<file path="src/rtl/name_stride_sched.sv">
// Round-robin name scheduler: grants one lane per whole name, cuts the name
// into strides on '/' or when a stride fills, and truncates overlong names.
module name_stride_sched #(
  parameter int CHAR_SIZE   = 8,
  parameter int STRIDE_SIZE = 8,
  parameter int MAX_STRIDES = 4
) (
  input  logic                                 clk,
  input  logic                                 rst_n,
  input  logic [1:0]                           in_valid,
  input  logic [2*CHAR_SIZE-1:0]               in_char,
  input  logic [1:0]                           in_last,
  output logic [1:0]                           in_ready,
  output logic                                 stride_valid,
  input  logic                                 stride_ready,
  output logic [STRIDE_SIZE*CHAR_SIZE-1:0]     stride_data,
  output logic [$clog2(STRIDE_SIZE+1)-1:0]     stride_len,
  output logic [$clog2(MAX_STRIDES)-1:0]       stride_idx,
  output logic                                 stride_lane,
  output logic                                 stride_last,
  output logic                                 stride_trunc
);
  localparam int LEN_W = $clog2(STRIDE_SIZE + 1);
  localparam int CNT_W = $clog2(MAX_STRIDES);
  localparam int POS_W = $clog2(STRIDE_SIZE);
  localparam logic [CHAR_SIZE-1:0] SLASH = CHAR_SIZE'(8'h2F);

  typedef enum logic [1:0] {IDLE, COLLECT, EMIT, DRAIN} state_t;

  state_t               state, state_nx;
  logic                 rr_ptr;
  logic                 lane;
  logic                 grant;
  logic [LEN_W-1:0]     acc_len;
  logic [CNT_W-1:0]     cnt;
  logic                 last_q;
  logic                 trunc_q;
  logic [CHAR_SIZE-1:0] acc [STRIDE_SIZE];

  logic                 cur_valid;
  logic                 cur_last;
  logic [CHAR_SIZE-1:0] cur_char;
  logic                 close;
  logic                 accept;
  logic                 at_max;
  logic [POS_W-1:0]     wr_pos;

  assign grant     = in_valid[rr_ptr] ? rr_ptr : ~rr_ptr;
  assign cur_valid = in_valid[lane];
  assign cur_last  = in_last[lane];
  assign cur_char  = lane ? in_char[2*CHAR_SIZE-1:CHAR_SIZE] : in_char[CHAR_SIZE-1:0];
  assign wr_pos    = acc_len[POS_W-1:0];
  assign at_max    = (cnt == CNT_W'(MAX_STRIDES - 1));

  // The closing character is left on the lane; it opens the next stride.
  assign close = cur_valid && (acc_len != '0) &&
                 ((acc_len == LEN_W'(STRIDE_SIZE)) || (cur_char == SLASH));

  always_ff @(posedge clk or negedge rst_n) begin
    if (!rst_n) state <= IDLE;
    else        state <= state_nx;
  end

  always_comb begin
    state_nx     = state;
    in_ready     = 2'b00;
    accept       = 1'b0;
    stride_valid = 1'b0;
    case (state)
      IDLE: begin
        if (|in_valid) state_nx = COLLECT;
      end
      COLLECT: begin
        in_ready[lane] = !close;
        accept         = cur_valid && !close;
        if ((accept && cur_last) || close) state_nx = EMIT;
      end
      EMIT: begin
        stride_valid = 1'b1;
        if (stride_ready) begin
          if (trunc_q)     state_nx = DRAIN;
          else if (last_q) state_nx = IDLE;
          else             state_nx = COLLECT;
        end
      end
      DRAIN: begin
        in_ready[lane] = 1'b1;
        if (cur_valid && cur_last) state_nx = IDLE;
      end
      default: state_nx = IDLE;
    endcase
  end

  always_ff @(posedge clk or negedge rst_n) begin
    if (!rst_n) begin
      rr_ptr  <= 1'b0;
      lane    <= 1'b0;
      acc_len <= '0;
      cnt     <= '0;
      last_q  <= 1'b0;
      trunc_q <= 1'b0;
      for (int k = 0; k < STRIDE_SIZE; k++) acc[k] <= '0;
    end else begin
      case (state)
        IDLE: begin
          if (|in_valid) begin
            lane   <= grant;
            rr_ptr <= ~grant;
          end
        end
        COLLECT: begin
          if (accept) begin
            acc[wr_pos] <= cur_char;
            acc_len     <= acc_len + 1'b1;
            if (cur_last) begin
              last_q  <= 1'b1;
              trunc_q <= 1'b0;
            end
          end else if (close) begin
            // Closing the final permitted stride ends the name early.
            last_q  <= at_max;
            trunc_q <= at_max;
          end
        end
        EMIT: begin
          if (stride_ready) begin
            for (int k = 0; k < STRIDE_SIZE; k++) acc[k] <= '0;
            acc_len <= '0;
            last_q  <= 1'b0;
            trunc_q <= 1'b0;
            if (!last_q)       cnt <= cnt + 1'b1;
            else if (!trunc_q) cnt <= '0;
          end
        end
        DRAIN: begin
          if (cur_valid && cur_last) cnt <= '0;
        end
        default: ;
      endcase
    end
  end

  for (genvar k = 0; k < STRIDE_SIZE; k++) begin : g_flat
    assign stride_data[k*CHAR_SIZE +: CHAR_SIZE] = acc[k];
  end

  assign stride_len   = acc_len;
  assign stride_idx   = cnt;
  assign stride_lane  = lane;
  assign stride_last  = last_q;
  assign stride_trunc = trunc_q;
endmodule

</file>
<file path="config.mk">
export PLATFORM = sky130hd
export DESIGN_NAME = name_stride_sched
export DESIGN_NICKNAME = d
export VERILOG_FILES = /design/src/rtl/name_stride_sched.sv
export SDC_FILE = /design/constraint.sdc
export NUM_CORES = 1
export LEC_CHECK = 0
export CORE_MARGIN = 3
export CORE_UTILIZATION = 48
export DETAILED_ROUTE_END_ITERATION = 7
export PLACE_DENSITY = 0.77
export SLEW_MARGIN = 20
export SYNTH_ARGS = -nofsm -noshare
export SYNTH_HDL_FRONTEND = slang
export SYNTH_SLANG_ARGS = --single-unit
</file>
<file path="constraint.sdc">
create_clock -name clk -period 2.4 [get_ports clk]
set_input_delay 0.24 -clock clk [delete_from_list [all_inputs] [get_ports clk]]
set_output_delay 0.24 -clock clk [all_outputs]
set_load 0.05 [all_outputs]
</file>
==> results.md <==
* Peak clock frequency supported by timing at 433 MHz
* Net count of the mapped netlist at 326
* Share of power burned in the clock network at 13.3%
* Share of final-layout standard cells stronger than drive strength 1 at 18.5%
* Clk Latency, worst-skew pair at 0.35 ns
* Clock tree from TritonCTS: yes
* Final total power at 8100 uW
* Synth Register Bits at 76
* Root Buffer: sky130_fd_sc_hd__clkbuf_8
* Share of the cycle needed by the critical path after routing at 96.1%
* Die area at 8430 sq um
* TritonCTS sink count at 76
* Antenna violation net count after detailed routing at 0
* Max-slew violation total from the final report at 0
* Amount of wire on met3 after detailed routing at 811 microns
* Cts bufs inserted at 9
* Pin count of the biggest net entering global routing at 77
* Core footprint at 6980 sq um
* Clock transition at the register clock pins on the worst setup and hold paths after CTS at 0.08 ns
* Effective utilization at floorplan at 50.6%
* Global-route wire length before repair at 16.7 mm
* Type of the tightest min-delay check: in -> reg
* Setup violations, final at 0
* Most common flop cell mapped by yosys: sky130_fd_sc_hd__dfrtp_1
* Critical Setup Path Class: reg -> out
* Count of yosys warnings during synthesis at 0
* Remaining design rule violation count at 0
* Ports placed on the boundary at 99
* Run status: complete, no violations
* Total Wirelength at 10.2 mm
* Setup slack of the worst register-to-register path at 0.20 ns
* Max rail drop VDD at 0.00109 V
* Drt pass-1 iters at 5
* Number of synthesized flops with an enable pin at 0
* Setup skew after layout at 0.00704 ns
* Arrival time at the worst endpoint at 2.07 ns
* Share of total power in combinational logic at 60.8%
* RD Place Congestion at 0.848
* Power density cells at 1600 nW/um^2
* Total routing resource utilization after global routing at 25.2%
* Via density at 5.92
* Share of flip-flops with an asynchronous set or reset at 100%
* Core Util, Final at 72.7%
* CP Capture Type: primary output
* Crit path max fanout at 13
* Hold Crit Endpoint: stride_data[60]$_DFFE_PN0P_
* Leak pwr at 0.00227 uW
* Top Metal Used: met4
* Cell variety after synth at 48
* Total standard cell area after synthesis at 3530 sq um
* Critical path startpoint category: flop
* Final #Nets at 448
* Detail Route met2 WL at 4.75 mm
* Mean instance size in the synthesized netlist at 11.8 sq um
* Deepest clock path buffer count at 2
* Total gr overflow at 0
* Total negative slack at 0 ns
* RSZ-0062 raised after global routing: no
* Hold Slack at 0.419 ns
* Area growth from synthesis to final layout at 43.6%
* Slew Limit Headroom at 50.5%
* Cell count after synthesis at 300
* Cell area after placement at 4790 sq um
* Number of buffers added on ports at 98
* Total net switching power at 4010 uW
* Sw Share at 49.5%
* Number of antenna violations at the first check in global routing at 0
* Final HPWL DP at 6.99 mm
* Sequential cell area fraction in the yosys report at 53.8%
* Min cycle time layout at 2.31 ns
* Internal portion of total power at 4090 uW
* Htree depth at 3
* Number of DRC markers in iteration 0 at 204
* Routed len/inst at 19.5 microns
* Die X at 91.8 microns
* Std cell rows at 30
* Number of global-route vias before repair at 3146
* Diode count at 0
* Number of failing hold endpoints at the final stage at 0
* Wl on met1 at 4.49 mm
* Proportion of power drawn by flip-flops and latches at 25.9%
* Overall die height at 91.8 microns
* Design Area, Final at 5070 sq um
* DR vias at 3097
* Data required, critical path at 2.16 ns
* Hold depth at 3
* Worst-Margin Slew at 0.736 ns
* Endpoint of the most critical register-to-register path: stride_data[10]$_DFFE_PN0P_
* Count of max-cap constraint violations at 0
* Startpoint of the worst hold path: in_char[4]
* Worst r2r path cells at 6
* Worst reg2reg path startpoint: stride_len[1]$_DFFE_PN0P_
## worst max-delay path: stages (launching register included)
cell                       delay [ns]
sky130_fd_sc_hd__dfrtp_2         0.39
sky130_fd_sc_hd__buf_4           0.17
sky130_fd_sc_hd__buf_6           0.18
sky130_fd_sc_hd__nand3_1         0.15
sky130_fd_sc_hd__a22o_4          0.27
sky130_fd_sc_hd__a211oi_4        0.33
sky130_fd_sc_hd__nor3b_4         0.07
sky130_fd_sc_hd__buf_6           0.16
## power by group through the flow
| stage | combinational (uW) | sequential, uW | clock (uW) |
|---|---|---|---|
| finish | 4930 | 2090 | 1080 |
| global route | 5210 | 2150 | 1150 |
| floorplan | 1670 | 3610 | 0 |
| global placement | 4730 | 2130 | 0 |
| CTS | 4880 | 2110 | 1090 |
| detailed placement | 4800 | 2130 | 0 |
## layout make-up
class | count | area (sq um)
clock inverter | 6 | 88.8
inverter | 7 | 26.3
tap | 96 | 120
fill | 509 | 1910
multi-input combinational | 200 | 1580
clock buffer | 10 | 128
sequential | 76 | 1900
timing repair buffer | 128 | 1230
## worst max path at each step
stage               cells past startpoint     endpoint  slack, ns               startpoint
floorplan                               6  in_ready[0]     -0.009  stride_lane$_DFFE_PN0P_
global placement                        7  in_ready[0]       0.05               in_char[4]
detailed placement                      7  in_ready[0]       0.03               in_char[4]
CTS                                     7  in_ready[0]      0.004  stride_lane$_DFFE_PN0P_
global route                            7  in_ready[0]      0.006  stride_lane$_DFFE_PN0P_
finish                                  7  in_ready[0]       0.09  stride_lane$_DFFE_PN0P_
## through the flow
step | setup WS [ns] | instances
floorplan | -0.00898 | 300
global placement | 0.0476 | 502
detailed placement | 0.0297 | 502
CTS | 0.00372 | 521
global route | 0.00598 | 523
finish | 0.0925 | 523
## cells in the mapped netlist (2+ instances only)
cell	n	area, sq um
sky130_fd_sc_hd__nor2_1	14	52.6
sky130_fd_sc_hd__a32o_1	20	200
sky130_fd_sc_hd__a21oi_4	2	32.5
sky130_fd_sc_hd__ha_1	3	37.5
sky130_fd_sc_hd__a31oi_1	3	18.8
sky130_fd_sc_hd__o2bb2ai_1	5	43.8
sky130_fd_sc_hd__a211oi_2	2	25.0
sky130_fd_sc_hd__o31ai_1	2	15.0
sky130_fd_sc_hd__o21ai_0	6	30.0
sky130_fd_sc_hd__a2111oi_2	2	30.0
sky130_fd_sc_hd__a21oi_1	8	40.0
sky130_fd_sc_hd__a21oi_2	5	43.8
sky130_fd_sc_hd__mux2_2	5	56.3
sky130_fd_sc_hd__mux2i_1	12	120
sky130_fd_sc_hd__clkbuf_1	7	26.3
sky130_fd_sc_hd__nor3b_1	3	22.5
sky130_fd_sc_hd__nand2b_1	3	18.8
sky130_fd_sc_hd__nand2_1	19	71.3
sky130_fd_sc_hd__buf_2	8	40.0
sky130_fd_sc_hd__and3_1	6	37.5
sky130_fd_sc_hd__dfrtp_1	76	1900
sky130_fd_sc_hd__inv_1	7	26.3
sky130_fd_sc_hd__nor2b_1	4	25.0
sky130_fd_sc_hd__a22o_1	35	307
sky130_fd_sc_hd__nor3_1	10	50.1
sky130_fd_sc_hd__nor3b_2	2	25.0
sky130_fd_sc_hd__a21o_1	4	30.0
sky130_fd_sc_hd__nand3_1	7	35.0
## state kept, by name, indices dropped and copies added, names as in the netlist
| register | count |
|---|---|
| stride_data | 64 |
| stride_last | 1 |
| stride_idx | 2 |
| stride_len | 4 |
| rr_ptr | 1 |
| stride_trunc | 1 |
| stride_lane | 1 |
| state | 2 |
## cell families after synthesis
| logic type | synth area share [%] |
|---|---|
| AO/OA/AOI/OAI | 25.6 |
| flip-flops | 53.8 |
| AND/OR/NAND/NOR | 11.2 |
| adder cells (fa/ha/maj) | 1.06 |
| multiplexers | 4.99 |
| XOR/XNOR | 0.248 |
| buffers and inverters | 3.05 |
## cell usage in the layout (no fill, tap or decap), types with 7 or more instances in the layout
| cell type | instances |
|---|---|
| sky130_fd_sc_hd__nor3_1 | 10 |
| sky130_fd_sc_hd__nand2_1 | 19 |
| sky130_fd_sc_hd__clkdlybuf4s50_1 | 92 |
| sky130_fd_sc_hd__a32o_1 | 20 |
| sky130_fd_sc_hd__a21oi_1 | 8 |
| sky130_fd_sc_hd__dfrtp_1 | 74 |
| sky130_fd_sc_hd__a22o_1 | 35 |
| sky130_fd_sc_hd__nand3_1 | 7 |
| sky130_fd_sc_hd__clkbuf_8 | 9 |
| sky130_fd_sc_hd__buf_4 | 27 |
| sky130_fd_sc_hd__inv_1 | 7 |
| sky130_fd_sc_hd__nor2_1 | 13 |
| sky130_fd_sc_hd__mux2i_1 | 12 |
## routing by layer
| layer | global-route usage [%] | vias to the layer above |
|---|---|---|
| met4 | 6.81 | 0 |
| li1 | - | 1397 |
| met5 | 0 | - |
| met2 | 39.1 | 138 |
| met3 | 7.55 | 14 |
| met1 | 34.6 | 1548 |
## what timing repair did
| item | 4_1_cts | 5_1_grt |
|---|---|---|
| endpoints found under the hold margin | 76 | 0 |
| buffers inserted | 2 | 2 |
| endpoints found under the setup margin | 2 | 36 |
| pin swaps | 4 | 3 |
| resized for setup | 6 | 3 |
| hold buffers | 1 | 0 |
No activity file was read; power rests on OpenSTA's default activity.
